`src/rtl/leg_ctrl_pkg.sv`:
```
// Shared types and encodings for the LEGv8 control sequencer.
// Opcode constants are left-aligned slices of the instruction word.
package leg_ctrl_pkg;

   typedef enum logic [1:0] {
      FETCH = 2'd0,
      EXEC  = 2'd1,
      MEM   = 2'd2,
      HALT  = 2'd3
   } state_e;

   localparam logic [10:0] OP_ADD   = 11'h458;
   localparam logic [10:0] OP_SUB   = 11'h658;
   localparam logic [10:0] OP_AND   = 11'h450;
   localparam logic [10:0] OP_ORR   = 11'h550;
   localparam logic [10:0] OP_ADDS  = 11'h558;
   localparam logic [10:0] OP_SUBS  = 11'h758;
   localparam logic [10:0] OP_STUR  = 11'h7C0;
   localparam logic [10:0] OP_LDUR  = 11'h7C2;
   localparam logic [10:0] OP_BR    = 11'h6B0;
   localparam logic [9:0]  OP_ADDI  = 10'h244;
   localparam logic [9:0]  OP_SUBI  = 10'h344;
   localparam logic [7:0]  OP_BCOND = 8'h54;
   localparam logic [7:0]  OP_CBZ   = 8'hB4;
   localparam logic [7:0]  OP_CBNZ  = 8'hB5;
   localparam logic [5:0]  OP_B     = 6'h05;
   localparam logic [5:0]  OP_BL    = 6'h25;

   localparam logic [4:0] ALU_AND   = 5'b00000;
   localparam logic [4:0] ALU_ORR   = 5'b00100;
   localparam logic [4:0] ALU_ADD   = 5'b01000;
   localparam logic [4:0] ALU_SUB   = 5'b01001;
   localparam logic [4:0] ALU_PASSB = 5'b10100;

   localparam logic [1:0] PC_HOLD = 2'd0;
   localparam logic [1:0] PC_INC  = 2'd1;
   localparam logic [1:0] PC_LOAD = 2'd2;
   localparam logic [1:0] PC_REL  = 2'd3;

   localparam logic [1:0] DS_ALU  = 2'd0;
   localparam logic [1:0] DS_REGB = 2'd1;
   localparam logic [1:0] DS_PC4  = 2'd2;
   localparam logic [1:0] DS_MEM  = 2'd3;

   typedef struct packed {
      logic       set_flags;
      logic [1:0] pc_sel;
      logic       pc_src;
      logic [1:0] data_src;
      logic       alu_src;
      logic [4:0] alu_sel;
      logic       alu_carry_in;
      logic       mem_write;
      logic       reg_write;
      logic [4:0] reg_addr_in;
      logic [4:0] reg_addr_a;
      logic [4:0] reg_addr_b;
   } ctrl_word_t;

   function automatic logic cond_met(
      input logic [3:0] cond,
      input logic [3:0] f
   );
      logic n, z, c, v, base;
      {n, z, c, v} = f;
      case (cond[3:1])
         3'd0:    base = z;
         3'd1:    base = c;
         3'd2:    base = n;
         3'd3:    base = v;
         3'd4:    base = c & ~z;
         3'd5:    base = (n == v);
         3'd6:    base = ~z & (n == v);
         default: base = 1'b1;
      endcase
      // odd codes invert the even test, except 14/15 which are both always
      return (cond[3:1] == 3'd7) ? 1'b1 : (base ^ cond[0]);
   endfunction

endpackage

```
`src/rtl/leg_imm_gen.sv`:
```
// Combinational immediate extraction for the LEGv8 control unit.
// Branch offsets are word offsets, scaled to bytes here.
module leg_imm_gen
   import leg_ctrl_pkg::*;
(
   input  logic [31:0] ir,
   output logic [63:0] k
);

   logic [10:0] op11;
   logic [9:0]  op10;
   logic [7:0]  op8;
   logic [5:0]  op6;

   assign op11 = ir[31:21];
   assign op10 = ir[31:22];
   assign op8  = ir[31:24];
   assign op6  = ir[31:26];

   always_comb begin
      k = '0;
      unique case (1'b1)
         op10 == OP_ADDI,
         op10 == OP_SUBI:
            k = {52'd0, ir[21:10]};
         op11 == OP_STUR,
         op11 == OP_LDUR:
            k = {{55{ir[20]}}, ir[20:12]};
         op6 == OP_B,
         op6 == OP_BL:
            k = {{36{ir[25]}}, ir[25:0], 2'b00};
         op8 == OP_BCOND,
         op8 == OP_CBZ,
         op8 == OP_CBNZ:
            k = {{43{ir[23]}}, ir[23:5], 2'b00};
         default:
            k = '0;
      endcase
   end

endmodule

```
`src/rtl/leg_control_unit.sv`:
```
// FETCH/EXEC/MEM sequencer driving the LEGv8 datapath control word.
// Define LEG_CTRL_PERF_EN to add InstrCount/StallCount outputs.
module leg_control_unit
   import leg_ctrl_pkg::*;
#(
   parameter int unsigned LINK_REG        = 30,
   parameter bit          HALT_ON_ILLEGAL = 1'b1
) (
   input  logic        Clk,
   input  logic        Rst,
   input  logic [31:0] Instruction,
   input  logic [3:0]  Flags,
   input  logic [3:0]  Status,
   input  logic        Stall,
   output logic [29:0] CtrlWord,
   output logic [63:0] K,
   output logic        Halted,
   output logic [1:0]  StateOut
`ifdef LEG_CTRL_PERF_EN
   ,
   output logic [31:0] InstrCount,
   output logic [31:0] StallCount
`endif
);

   state_e      state;
   state_e      ex_next;
   logic [31:0] ir;
   logic [63:0] imm;
   ctrl_word_t  dec;
   ctrl_word_t  mem_cw;
   ctrl_word_t  cw;

   logic [10:0] op11;
   logic [9:0]  op10;
   logic [7:0]  op8;
   logic [5:0]  op6;
   logic [4:0]  rd, rn, rm;
   logic        is_r, is_ri, is_stur, is_ldur;
   logic        is_b, is_bc, is_cb, is_br, bad;
   logic        frozen;
   logic        unused_status;

   assign op11 = ir[31:21];
   assign op10 = ir[31:22];
   assign op8  = ir[31:24];
   assign op6  = ir[31:26];
   assign rd   = ir[4:0];
   assign rn   = ir[9:5];
   assign rm   = ir[20:16];

   assign is_r = op11 inside {OP_ADD, OP_SUB, OP_AND,
                              OP_ORR, OP_ADDS, OP_SUBS};
   assign is_ri   = op10 inside {OP_ADDI, OP_SUBI};
   assign is_stur = (op11 == OP_STUR);
   assign is_ldur = (op11 == OP_LDUR);
   assign is_br   = (op11 == OP_BR);
   assign is_b    = op6 inside {OP_B, OP_BL};
   assign is_bc   = (op8 == OP_BCOND);
   assign is_cb   = op8 inside {OP_CBZ, OP_CBNZ};
   assign bad     = ~(is_r | is_ri | is_stur | is_ldur |
                      is_b | is_bc | is_cb | is_br);

   // CBZ/CBNZ only look at the live zero bit
   assign unused_status = ^{Status[3], Status[1:0]};

   leg_imm_gen u_imm (
      .ir (ir),
      .k  (imm)
   );

   always_comb begin
      dec = '0;
      unique case (1'b1)
         is_r, is_ri: begin
            dec.reg_addr_a  = rn;
            dec.reg_addr_b  = rm;
            dec.reg_addr_in = rd;
            dec.reg_write   = 1'b1;
            dec.pc_sel      = PC_INC;
            dec.alu_src     = is_ri;
            dec.set_flags   = (op11 == OP_ADDS) ||
                              (op11 == OP_SUBS);
            if (is_ri)
               dec.alu_sel = (op10 == OP_SUBI) ? ALU_SUB
                                               : ALU_ADD;
            else
               case (op11)
                  OP_SUB, OP_SUBS: dec.alu_sel = ALU_SUB;
                  OP_AND:          dec.alu_sel = ALU_AND;
                  OP_ORR:          dec.alu_sel = ALU_ORR;
                  default:         dec.alu_sel = ALU_ADD;
               endcase
         end
         is_stur: begin
            dec.alu_src    = 1'b1;
            dec.alu_sel    = ALU_ADD;
            dec.reg_addr_a = rn;
            dec.reg_addr_b = rd;
            dec.data_src   = DS_REGB;
            dec.mem_write  = 1'b1;
            dec.pc_sel     = PC_INC;
         end
         is_ldur: begin
            dec.alu_src    = 1'b1;
            dec.alu_sel    = ALU_ADD;
            dec.reg_addr_a = rn;
            dec.pc_sel     = PC_HOLD;
         end
         is_b: begin
            dec.pc_src = 1'b1;
            dec.pc_sel = PC_REL;
            if (op6 == OP_BL) begin
               dec.data_src    = DS_PC4;
               dec.reg_write   = 1'b1;
               dec.reg_addr_in = LINK_REG[4:0];
            end
         end
         is_bc: begin
            dec.pc_src = 1'b1;
            dec.pc_sel = cond_met(ir[3:0], Flags) ? PC_REL
                                                  : PC_INC;
         end
         is_cb: begin
            dec.pc_src     = 1'b1;
            dec.alu_sel    = ALU_PASSB;
            dec.reg_addr_b = rd;
            dec.pc_sel = ((op8 == OP_CBZ) == Status[2]) ? PC_REL
                                                        : PC_INC;
         end
         is_br: begin
            dec.reg_addr_a = rn;
            dec.pc_src     = 1'b0;
            dec.pc_sel     = PC_LOAD;
         end
         default:
            dec.pc_sel = HALT_ON_ILLEGAL ? PC_HOLD : PC_INC;
      endcase
   end

   always_comb begin
      mem_cw             = '0;
      mem_cw.alu_src     = 1'b1;
      mem_cw.alu_sel     = ALU_ADD;
      mem_cw.reg_addr_a  = rn;
      mem_cw.data_src    = DS_MEM;
      mem_cw.reg_write   = 1'b1;
      mem_cw.reg_addr_in = rd;
      mem_cw.pc_sel      = PC_INC;
   end

   always_comb begin
      ex_next = FETCH;
      if (bad && HALT_ON_ILLEGAL)
         ex_next = HALT;
      else if (is_ldur)
         ex_next = MEM;
   end

   assign frozen = Stall && (state != HALT);

   always_ff @(posedge Clk) begin
      if (Rst) begin
         state <= FETCH;
         ir    <= '0;
      end else if (!frozen) begin
         case (state)
            FETCH: begin
               ir    <= Instruction;
               state <= EXEC;
            end
            EXEC:    state <= ex_next;
            MEM:     state <= FETCH;
            default: state <= HALT;
         endcase
      end
   end

   always_comb begin
      cw = '0;
      if (!Rst && !frozen) begin
         case (state)
            EXEC:    cw = dec;
            MEM:     cw = mem_cw;
            default: cw = '0;
         endcase
      end
   end

   assign CtrlWord = cw;
   assign K        = Rst ? 64'd0 : imm;
   assign Halted   = (state == HALT);
   assign StateOut = state;

`ifdef LEG_CTRL_PERF_EN
   always_ff @(posedge Clk) begin
      if (Rst) begin
         InstrCount <= '0;
         StallCount <= '0;
      end else begin
         if (frozen)
            StallCount <= StallCount + 32'd1;
         if (!frozen && (state == MEM ||
             (state == EXEC && ex_next == FETCH)))
            InstrCount <= InstrCount + 32'd1;
      end
   end
`endif

endmodule

```
`config.mk`:
```
export PLATFORM = sky130hd
export DESIGN_NAME = leg_control_unit
export DESIGN_NICKNAME = d
export VERILOG_FILES = /design/src/rtl/leg_ctrl_pkg.sv /design/src/rtl/leg_imm_gen.sv /design/src/rtl/leg_control_unit.sv
export SDC_FILE = /design/constraint.sdc
export NUM_CORES = 1
export LEC_CHECK = 0
export BUFFER_PORTS_ARGS = -buffer_cell sky130_fd_sc_hd__buf_2
export CAP_MARGIN = 20
export CORE_UTILIZATION = 45
export DETAILED_ROUTE_END_ITERATION = 7
export GPL_TIMING_DRIVEN = 0
export PLACE_DENSITY = 0.78
export SYNTH_ARGS = -nofsm -noshare
export SYNTH_HDL_FRONTEND = slang
export SYNTH_HIERARCHICAL = 1
export SYNTH_SLANG_ARGS = --single-unit
```
`constraint.sdc`:
```
create_clock -name Clk -period 2.56 [get_ports Clk]
set_input_delay 0.128 -clock Clk [delete_from_list [all_inputs] [get_ports Clk]]
set_output_delay 0.128 -clock Clk [all_outputs]
set_load 0.1 [all_outputs]
```
==> results of run 1 <==
## timing repair
| action | in CTS | in global routing |
|---|---|---|
| pin swaps | 3 | 7 |
| endpoints found under the setup margin | 62 | 79 |
| resized for setup | 91 | 66 |
| gates cloned | 2 | 1 |
| setup buffers | 3 | 4 |
## where the power goes
group / total (W) / switching [W] / internal [W]
registers: 0.000770 / 0.000156 / 0.000614
clock network: 0.000434 / 0.000218 / 0.000216
logic: 0.000787 / 0.000543 / 0.000245
total: 0.00199 / 0.000916 / 0.00108
## final timing paths
path	startpoint	to	slack (ns)	depth (start not counted)
max	ir[28]	K[55]	0.03	8
min reg2reg	ir[10]	ir[10]	0.50	2
max reg2reg	StateOut[1]	ir[1]	0.60	7
min	Instruction[29]	ir[29]	0.06	3
## Yosys cell counts (4+ instances only)
library cell               number  share of area
sky130_fd_sc_hd__a21oi_1       37          0.052
sky130_fd_sc_hd__buf_4         41          0.086
sky130_fd_sc_hd__nor2_1        20          0.021
sky130_fd_sc_hd__nand2_1       73          0.077
sky130_fd_sc_hd__dfxtp_1       34           0.19
sky130_fd_sc_hd__nand3_1       45          0.063
sky130_fd_sc_hd__clkbuf_1      27          0.028
sky130_fd_sc_hd__inv_1          9         0.0095
sky130_fd_sc_hd__and2_1         4         0.0070
sky130_fd_sc_hd__a22oi_1        5          0.011
sky130_fd_sc_hd__nor2b_1       71           0.12
sky130_fd_sc_hd__a21boi_1       5          0.011
sky130_fd_sc_hd__nor3_1         5         0.0070
sky130_fd_sc_hd__buf_2          8          0.011
sky130_fd_sc_hd__o211ai_1      19          0.040
sky130_fd_sc_hd__ha_1           4          0.014
sky130_fd_sc_hd__nand4_1       28          0.049
sky130_fd_sc_hd__o21ai_0        7         0.0098
sky130_fd_sc_hd__nand2b_1       5         0.0088
## flip-flops by register name, summed over array words and instances (netlist names)
name,cells
StateOut,2
ir,32
## per-layer routing
layer / GRT usage / share of wire / up-vias
met4: 0.07540 / 0.017 / 0
li1: - / - / 2064
met3: 0.04104 / 0.064 / 21
met5: 0 / 0 / -
met1: 0.3836 / 0.41 / 2067
met2: 0.5095 / 0.51 / 216
## cells by family after synthesis
group / after synthesis / share of synthesized area
AOI/OAI and AO/OA: 99 / 0.1879
muxes: 1 / 0.002809
other: 1 / 0.001052
and+or+nand+nor: 282 / 0.4452
xor gates and xnor gates: 2 / 0.004917
DFF: 34 / 0.1910
adders and majority gates: 4 / 0.01405
buffers and inverters: 91 / 0.1531
## stage by stage
| stage | setup WS, ns | cells | hold WS [ns] | TNS, ns |
|---|---|---|---|---|
| floorplan | -0.3952 | 515 | 0.2640 | -0.4397 |
| global placement | -0.2637 | 750 | 0.3699 | -9.452 |
| detailed placement | -0.3015 | 750 | 0.3729 | -10.80 |
| CTS | 0.004612 | 763 | 0.06446 | 0 |
| global route | -0.03698 | 769 | 0.07124 | -0.1852 |
| finish | 0.03443 | 769 | 0.06060 | 0 |
## critical path: stages, from the launching register on
cell,delay [ns]
sky130_fd_sc_hd__dfxtp_2,0.46
sky130_fd_sc_hd__and3b_1,0.18
sky130_fd_sc_hd__buf_2,0.20
sky130_fd_sc_hd__buf_2,0.26
sky130_fd_sc_hd__nand3_4,0.19
sky130_fd_sc_hd__nand3_4,0.20
sky130_fd_sc_hd__buf_4,0.15
sky130_fd_sc_hd__nor2b_4,0.16
sky130_fd_sc_hd__buf_4,0.30
## area by class of cell
type / instances / share of cell area
buffer: 82 / 0.09254
clock buffer: 6 / 0.01479
clock inverter: 2 / 0.002241
inverter: 9 / 0.006050
multi-input combinational: 393 / 0.5299
sequential: 34 / 0.1268
tap: 102 / 0.02285
timing repair buffer: 141 / 0.2048
## cells in the final DEF, fill, tap and decap left out, types with 5 or more instances in the layout
master | Yosys | routed
sky130_fd_sc_hd__a21boi_4 | 0 | 6
sky130_fd_sc_hd__a21oi_1 | 37 | 36
sky130_fd_sc_hd__a22oi_1 | 5 | 5
sky130_fd_sc_hd__buf_12 | 1 | 13
sky130_fd_sc_hd__buf_2 | 8 | 67
sky130_fd_sc_hd__buf_4 | 41 | 80
sky130_fd_sc_hd__buf_6 | 3 | 25
sky130_fd_sc_hd__clkbuf_1 | 27 | 23
sky130_fd_sc_hd__clkbuf_2 | 1 | 5
sky130_fd_sc_hd__clkbuf_4 | 0 | 9
sky130_fd_sc_hd__clkbuf_8 | 0 | 6
sky130_fd_sc_hd__dfxtp_1 | 34 | 22
sky130_fd_sc_hd__dfxtp_2 | 0 | 7
sky130_fd_sc_hd__dfxtp_4 | 0 | 5
sky130_fd_sc_hd__inv_1 | 9 | 9
sky130_fd_sc_hd__nand2_1 | 73 | 72
sky130_fd_sc_hd__nand2b_1 | 5 | 5
sky130_fd_sc_hd__nand3_1 | 45 | 43
sky130_fd_sc_hd__nand3_4 | 0 | 5
sky130_fd_sc_hd__nand4_1 | 28 | 28
sky130_fd_sc_hd__nor2_1 | 20 | 10
sky130_fd_sc_hd__nor2_2 | 1 | 8
sky130_fd_sc_hd__nor2b_1 | 71 | 7
sky130_fd_sc_hd__nor2b_2 | 0 | 27
sky130_fd_sc_hd__nor2b_4 | 0 | 37
sky130_fd_sc_hd__o211ai_1 | 19 | 19
==> reports/qor_table.md, run 1 <==
| Metric | This run | Unit |
| --- | --- | --- |
| Layout net count | 713 | - |
| Routed vias | 4,368 | - |
| Remaining max-slew budget at the tightest pin | 0.2271 | - |
| Horiz. Die Dim | 90.99 | µm |
| Cell variety after synth | 72 | - |
| Fill cell total of the finished layout | 615 | - |
| Endpoint kind of the worst setup timing path | output port | - |
| Status | completed | - |
| Die Y-Extent | 90.99 | µm |
| Unrepaired setup endpoints after global routing | yes | - |
| Highest achievable clock rate | 396.0 | MHz |
| Count of yosys warnings during synthesis | 6 | - |
| Site row count | 32 | - |
| Residual DRC | 0 | - |
| Crit Path Category | flip-flop to output port | - |
| Clock net sink count | 34 | - |
| Worst-margin pin slew | 1.159 | ns |
| Drt wl/cell | 17.30 | µm |
| CP arrival | 2.40 | ns |
| Clock latency on the worst-skew pair | 0.29 | ns |
| Count of final hold-check violations | 0 | - |
| Final core occ | 0.7264 | - |
| Synthesized area per cell | 6.933 | µm² |
| Leakage | 2.355 | nW |
| Max capacitance violation total | 0 | - |
| Setup violations, final | 0 | - |
| Post-route ant nets | 0 | - |
| Power after layout | 0.001992 | W |
| Placeable core region | 7687 | µm² |
| Number of vias per cell after detailed routing | 5.680 | - |
| Initial core utilization | 0.4635 | - |
| Number of buffers created by CTS | 5 | - |
| Fraction of synthesis flops using an asynchronous set or reset pin | 0 | - |
| Final worst-path cycle share | 0.9866 | - |
| Largest net degree at the start of global routing | 19 | - |
| Minimum clock period after layout | 2.526 | ns |
| Post-Syn Area | 3563 | µm² |
| Post-synthesis register bit count | 34 | - |
| Die footprint | 8278 | µm² |
| Via count of the first global-routing pass | 4,037 | - |
| Type of the worst min-delay path | input pin to flip-flop | - |
| Placed wire-length estimate | 8540 | µm |
| Clock tree from TritonCTS | built | - |
| Post-placement cell area | 4892 | µm² |
| Antenna Diode Count | 0 | - |
| Launching element type of the critical path | flip-flop | - |
| Fraction of final layout cells sized beyond drive strength 1 | 0.4963 | - |
| Sequential Area | 708.2 | µm² |
| Worst voltage drop across the vdd grid | 0.3539 | mV |
| Total wirelength of the detailed-routed design | 13,310 | µm |
| Area Overhead vs Synth | 56.71 | % |
| Area used by multi-input combinational logic | 2959 | µm² |
| H-Tree Depth | 2 | - |
| Maximum buffer depth of the clock tree | 2 | - |
| Root Buffer | sky130_fd_sc_hd__clkbuf_8 | - |
| Worst path required time | 2.43 | ns |
| Power per cell area | 356.6 | nW/µm² |
| Clock tree skew after final layout | 0.009252 | ns |
| Detailed Routing Iterations Pass 1 | 5 | - |
| Post-synth EDFFs | 0 | - |
| Seq/Total Area, Yosys | 0.1910 | - |
| Count of input and output buffers | 133 | - |
| Top-Level Pins | 140 | - |
| Clock transition at path regs | 0.08 | ns |
| Maximum fanout along the worst path | 12 | - |
| Initial detailed-routing violation count | 397 | - |
| Overall global routing resource usage | 0.2946 | - |
| Main synth FF type | sky130_fd_sc_hd__dfxtp_1 | - |
| Initial antenna violation count | 0 | - |
| Gate count of the mapped netlist | 514 | - |
| Final weighted congestion in routability-driven placement | 0.9400 | - |
| Quantity of hold-fixing buffers added after cts | 0 | - |
| Max-slew violation count | 0 | - |
| Final design area excluding fillers | 5584 | µm² |
| Sum of overflow across all layers after global routing | 0 | - |
| Wire length of the first global-routing pass | 19,780 | µm |
Note: power is estimated with default switching activity, not from simulation.
==> inputs of run 2 (changes only) <==
--- a/config.mk
+++ b/config.mk
@@ -7,10 +7,10 @@
 export LEC_CHECK = 0
 export BUFFER_PORTS_ARGS = -buffer_cell sky130_fd_sc_hd__buf_2
 export CAP_MARGIN = 20
-export CORE_UTILIZATION = 45
+export CORE_UTILIZATION = 50
 export DETAILED_ROUTE_END_ITERATION = 7
 export GPL_TIMING_DRIVEN = 0
-export PLACE_DENSITY = 0.78
+export PLACE_DENSITY = 0.82
 export SYNTH_ARGS = -nofsm -noshare
 export SYNTH_HDL_FRONTEND = slang
 export SYNTH_HIERARCHICAL = 1
==> constraint.sdc (replaced) <==
create_clock -name Clk -period 2.7 [get_ports Clk]
set_input_delay 0.135 -clock Clk [delete_from_list [all_inputs] [get_ports Clk]]
set_output_delay 0.135 -clock Clk [all_outputs]
set_load 0.1 [all_outputs]
==> reports/qor_table.md, run 2 (synthesis results as in run 1) <==
| Metric | This run | Unit | Delta |
| --- | --- | --- | --- |
| Status | completed | - |  |
| Initial core utilization | 0.5216 | - | +0.05807 |
| Unrepaired setup endpoints after global routing | yes | - |  |
| Clock latency on the worst-skew pair | 0.29 | ns | about the same |
| Launching element type of the critical path | flip-flop | - |  |
| Internal power component | 0.001134 | W | +5.4% |
| Max incr delay on CP | 0.62 | ns | +0.16 ns |
| Highest achievable clock rate | 370.9 | MHz |  |
| Quantity of hold-fixing buffers added after cts | 0 | - | unchanged |
| Post-placement cell area | 4805 | µm² | -1.8% |
| Post-route ant nets | 0 | - | unchanged |
| Sum of overflow across all layers after global routing | 0 | - | unchanged |
| Horiz. Die Dim | 86.42 | µm | -5.0% |
| Detailed Routing Iterations Pass 1 | 5 | - | unchanged |
| Clock tree skew after final layout | 0.004315 | ns | -0.004937 ns |
| Max FFs per register | 32 | - | unchanged |
| Hold Slack | 0.07023 | ns | +0.009632 ns |
| Combinational Power Share | 0.361 | - | -0.034 |
| Total wirelength of the detailed-routed design | 13,490 | µm | +1.4% |
| Via count of the first global-routing pass | 4,049 | - | +0.30% |
| Drt wl/cell | 17.75 | µm | +2.6% |
| Maximum fanout along the worst path | 10 | - | -2 |
| Setup violations, final | 0 | - | unchanged |
| Leakage | 2.315 | nW | -1.7% |
| Final design area excluding fillers | 5304 | µm² | -5.0% |
| Final worst-path cycle share | 0.9987 | - |  |
| Root Buffer | sky130_fd_sc_hd__clkbuf_8 | - |  |
| Power per cell area | 378.8 | nW/µm² | +6.2% |
| Relative contribution of the clock network to total power | 0.272 | - | +0.054 |
| Antenna Diode Count | 0 | - | unchanged |
| Most prevalent standard cell on the critical path | sky130_fd_sc_hd__buf_12 | - |  |
| Remaining max-slew budget at the tightest pin | 0.2859 | - | +0.05884 |
| Cell with the largest stage delay on the worst path | sky130_fd_sc_hd__or4b_4 | - |  |
| Final weighted congestion in routability-driven placement | 0.9116 | - | -3.0% |
| Highest-count cells in the layout ignoring fill and taps | sky130_fd_sc_hd__buf_4 (82), sky130_fd_sc_hd__buf_2 (76), sky130_fd_sc_hd__nand2_1 (73) | - |  |
| Net switching component of the power | 0.0008756 | W | -4.4% |
| Max-slew violation count | 0 | - | unchanged |
| Dominant delay contributor by cell family on the critical path | simple AND/OR/NAND/NOR gates | - |  |
| Fraction of power spent switching nets | 0.4358 | - | -0.02427 |
| Count of buffer and inverter cells on the critical path | 3 | - | -1 |
| Fraction of final layout cells sized beyond drive strength 1 | 0.4639 | - | -0.03240 |
| Most common cell after layout, fill and taps aside | sky130_fd_sc_hd__buf_4 | - |  |
| Placeable core region | 6832 | µm² | -11% |
| Worst path required time | 2.57 | ns | +0.14 ns |
| Worst path cell trace | or4b_4 -> nor4_2 -> o21a_2 -> buf_12 -> a211oi_4 -> buf_12 -> a21oi_4 -> buf_6 | - |  |
| Initial detailed-routing violation count | 383 | - | -3.5% |
| Worst voltage drop across the vdd grid | 0.3677 | mV | +3.9% |
| Crit Path Category | flip-flop to output port | - |  |
| CP arrival | 2.56 | ns | +0.16 ns |
| Number of vias per cell after detailed routing | 5.879 | - | +3.5% |
| Initial antenna violation count | 0 | - | unchanged |
| Die Y-Extent | 86.42 | µm | -5.0% |
| Register bank with the most flops | ir | - |  |
| Count of final hold-check violations | 0 | - | unchanged |
| Minimum clock period after layout | 2.696 | ns |  |
| H-Tree Depth | 2 | - | unchanged |
| Sequential Area | 694.4 | µm² | -1.9% |
| Number of non-filler instances in the completed layout | 760 | - | -1.2% |
| Site row count | 30 | - | -6.3% |
| Placed wire-length estimate | 8760 | µm | +2.6% |
| Fill cell total of the finished layout | 496 | - | -19% |
| Routed vias | 4,468 | - | +2.3% |
| Clock tree from TritonCTS | built | - |  |
| Placed cell count | 744 | - | -0.80% |
| Area Overhead vs Synth | 48.84 | % |  |
| Die footprint | 7468 | µm² | -9.8% |
| Wire length of the first global-routing pass | 19,530 | µm | -1.3% |
| Clock net sink count | 34 | - | unchanged |
| Power after layout | 0.002009 | W | +0.89% |
| Clock transition at path regs | 0.08 | ns | about the same |
| Endpoint kind of the worst setup timing path | output port | - |  |
| Area used by multi-input combinational logic | 2867 | µm² | -3.1% |
| Type of the worst min-delay path | input pin to flip-flop | - |  |
| Overall global routing resource usage | 0.3276 | - | +0.03301 |
| Final core occ | 0.7764 | - | +0.04997 |
| Power share of the sequential group | 0.368 | - | -0.019 |
| Max capacitance violation total | 0 | - | unchanged |
| Top-Level Pins | 140 | - | unchanged |
| Worst-margin pin slew | 1.071 | ns | -0.08826 ns |
| Layout net count | 710 | - | -0.42% |
| Number of buffers created by CTS | 5 | - | unchanged |
| Largest net degree at the start of global routing | 20 | - | +1 |
| Count of input and output buffers | 133 | - | unchanged |
| Maximum buffer depth of the clock tree | 2 | - | unchanged |
| Residual DRC | 0 | - | unchanged |
-- run 2: cell count changes in the layout (fill, tap and decap cells not counted), sizes merged --
| cell | before | now |
|---|---|---|
| clkbuf | 43 | 47 |
| bufinv | 0 | 1 |
| clkinvlp | 1 | 0 |
| buf | 186 | 179 |
-- run 2: worst paths after layout --
check | start | to | slack [ns] | cells after the start
setup / recovery | ir[22] | CtrlWord[13] | 0.004 | 8
hold / removal | Instruction[24] | ir[24] | 0.07 | 3
setup reg to reg | ir[22] | StateOut[0] | 0.63 | 5
hold reg to reg | ir[11] | ir[11] | 0.50 | 2
-- run 2: what timing repair did --
| item | in CTS | in global routing |
|---|---|---|
| gates resized for setup | 59 | 34 |
| pin swaps | 2 | 3 |
| cloned | 1 | 2 |
| setup buffers | 1 | 2 |
| endpoints found under the setup margin | 57 | 65 |
-- run 2: final cells by class --
| class | count | share of cell area |
|---|---|---|
| buffer | 82 | 0.09696 |
| clock buffer | 6 | 0.01769 |
| clock inverter | 2 | 0.007313 |
| inverter | 9 | 0.006369 |
| multi-input combinational | 393 | 0.5405 |
| sequential | 34 | 0.1309 |
| tap | 96 | 0.02265 |
| timing repair buffer | 138 | 0.1776 |
-- run 2: layer usage --
metal | global-route usage | vias up | share of wire
met3 | 0.05619 | 41 | 0.092
li1 | - | 2059 | -
met2 | 0.5736 | 277 | 0.49
met1 | 0.4112 | 2091 | 0.39
met4 | 0.09697 | 0 | 0.026
met5 | 0 | - | 0
-- run 2: stage by stage --
| stage | setup TNS [ns] | setup WS [ns] |
|---|---|---|
| 3_5_place_dp | -8.508 | -0.2460 |
| 6_report | 0 | 0.003607 |
| 5_1_grt | -0.4103 | -0.06174 |
| 2_1_floorplan | -0.2622 | -0.2622 |
| 4_1_cts | 0 | 0.001250 |
| 3_3_place_gp | -6.003 | -0.1719 |
-- run 2: worst reg2reg max path, stage by stage, from the launching register on --
cell	delay, ns
sky130_fd_sc_hd__dfxtp_1	0.48
sky130_fd_sc_hd__or4b_4	0.62
sky130_fd_sc_hd__or3_1	0.35
sky130_fd_sc_hd__nand2_1	0.13
sky130_fd_sc_hd__or2_1	0.20
sky130_fd_sc_hd__o32ai_1	0.12
-- run 2: power groups by stage --
stage	logic, W	clock network (W)	registers, W
after floorplan	0.000495	0	0.000732
after global placement	0.000677	0	0.000739
after detailed placement	0.000691	0	0.000737
after CTS	0.000696	0.000542	0.000729
after global routing	0.000784	0.000564	0.000746
final	0.000725	0.000546	0.000738
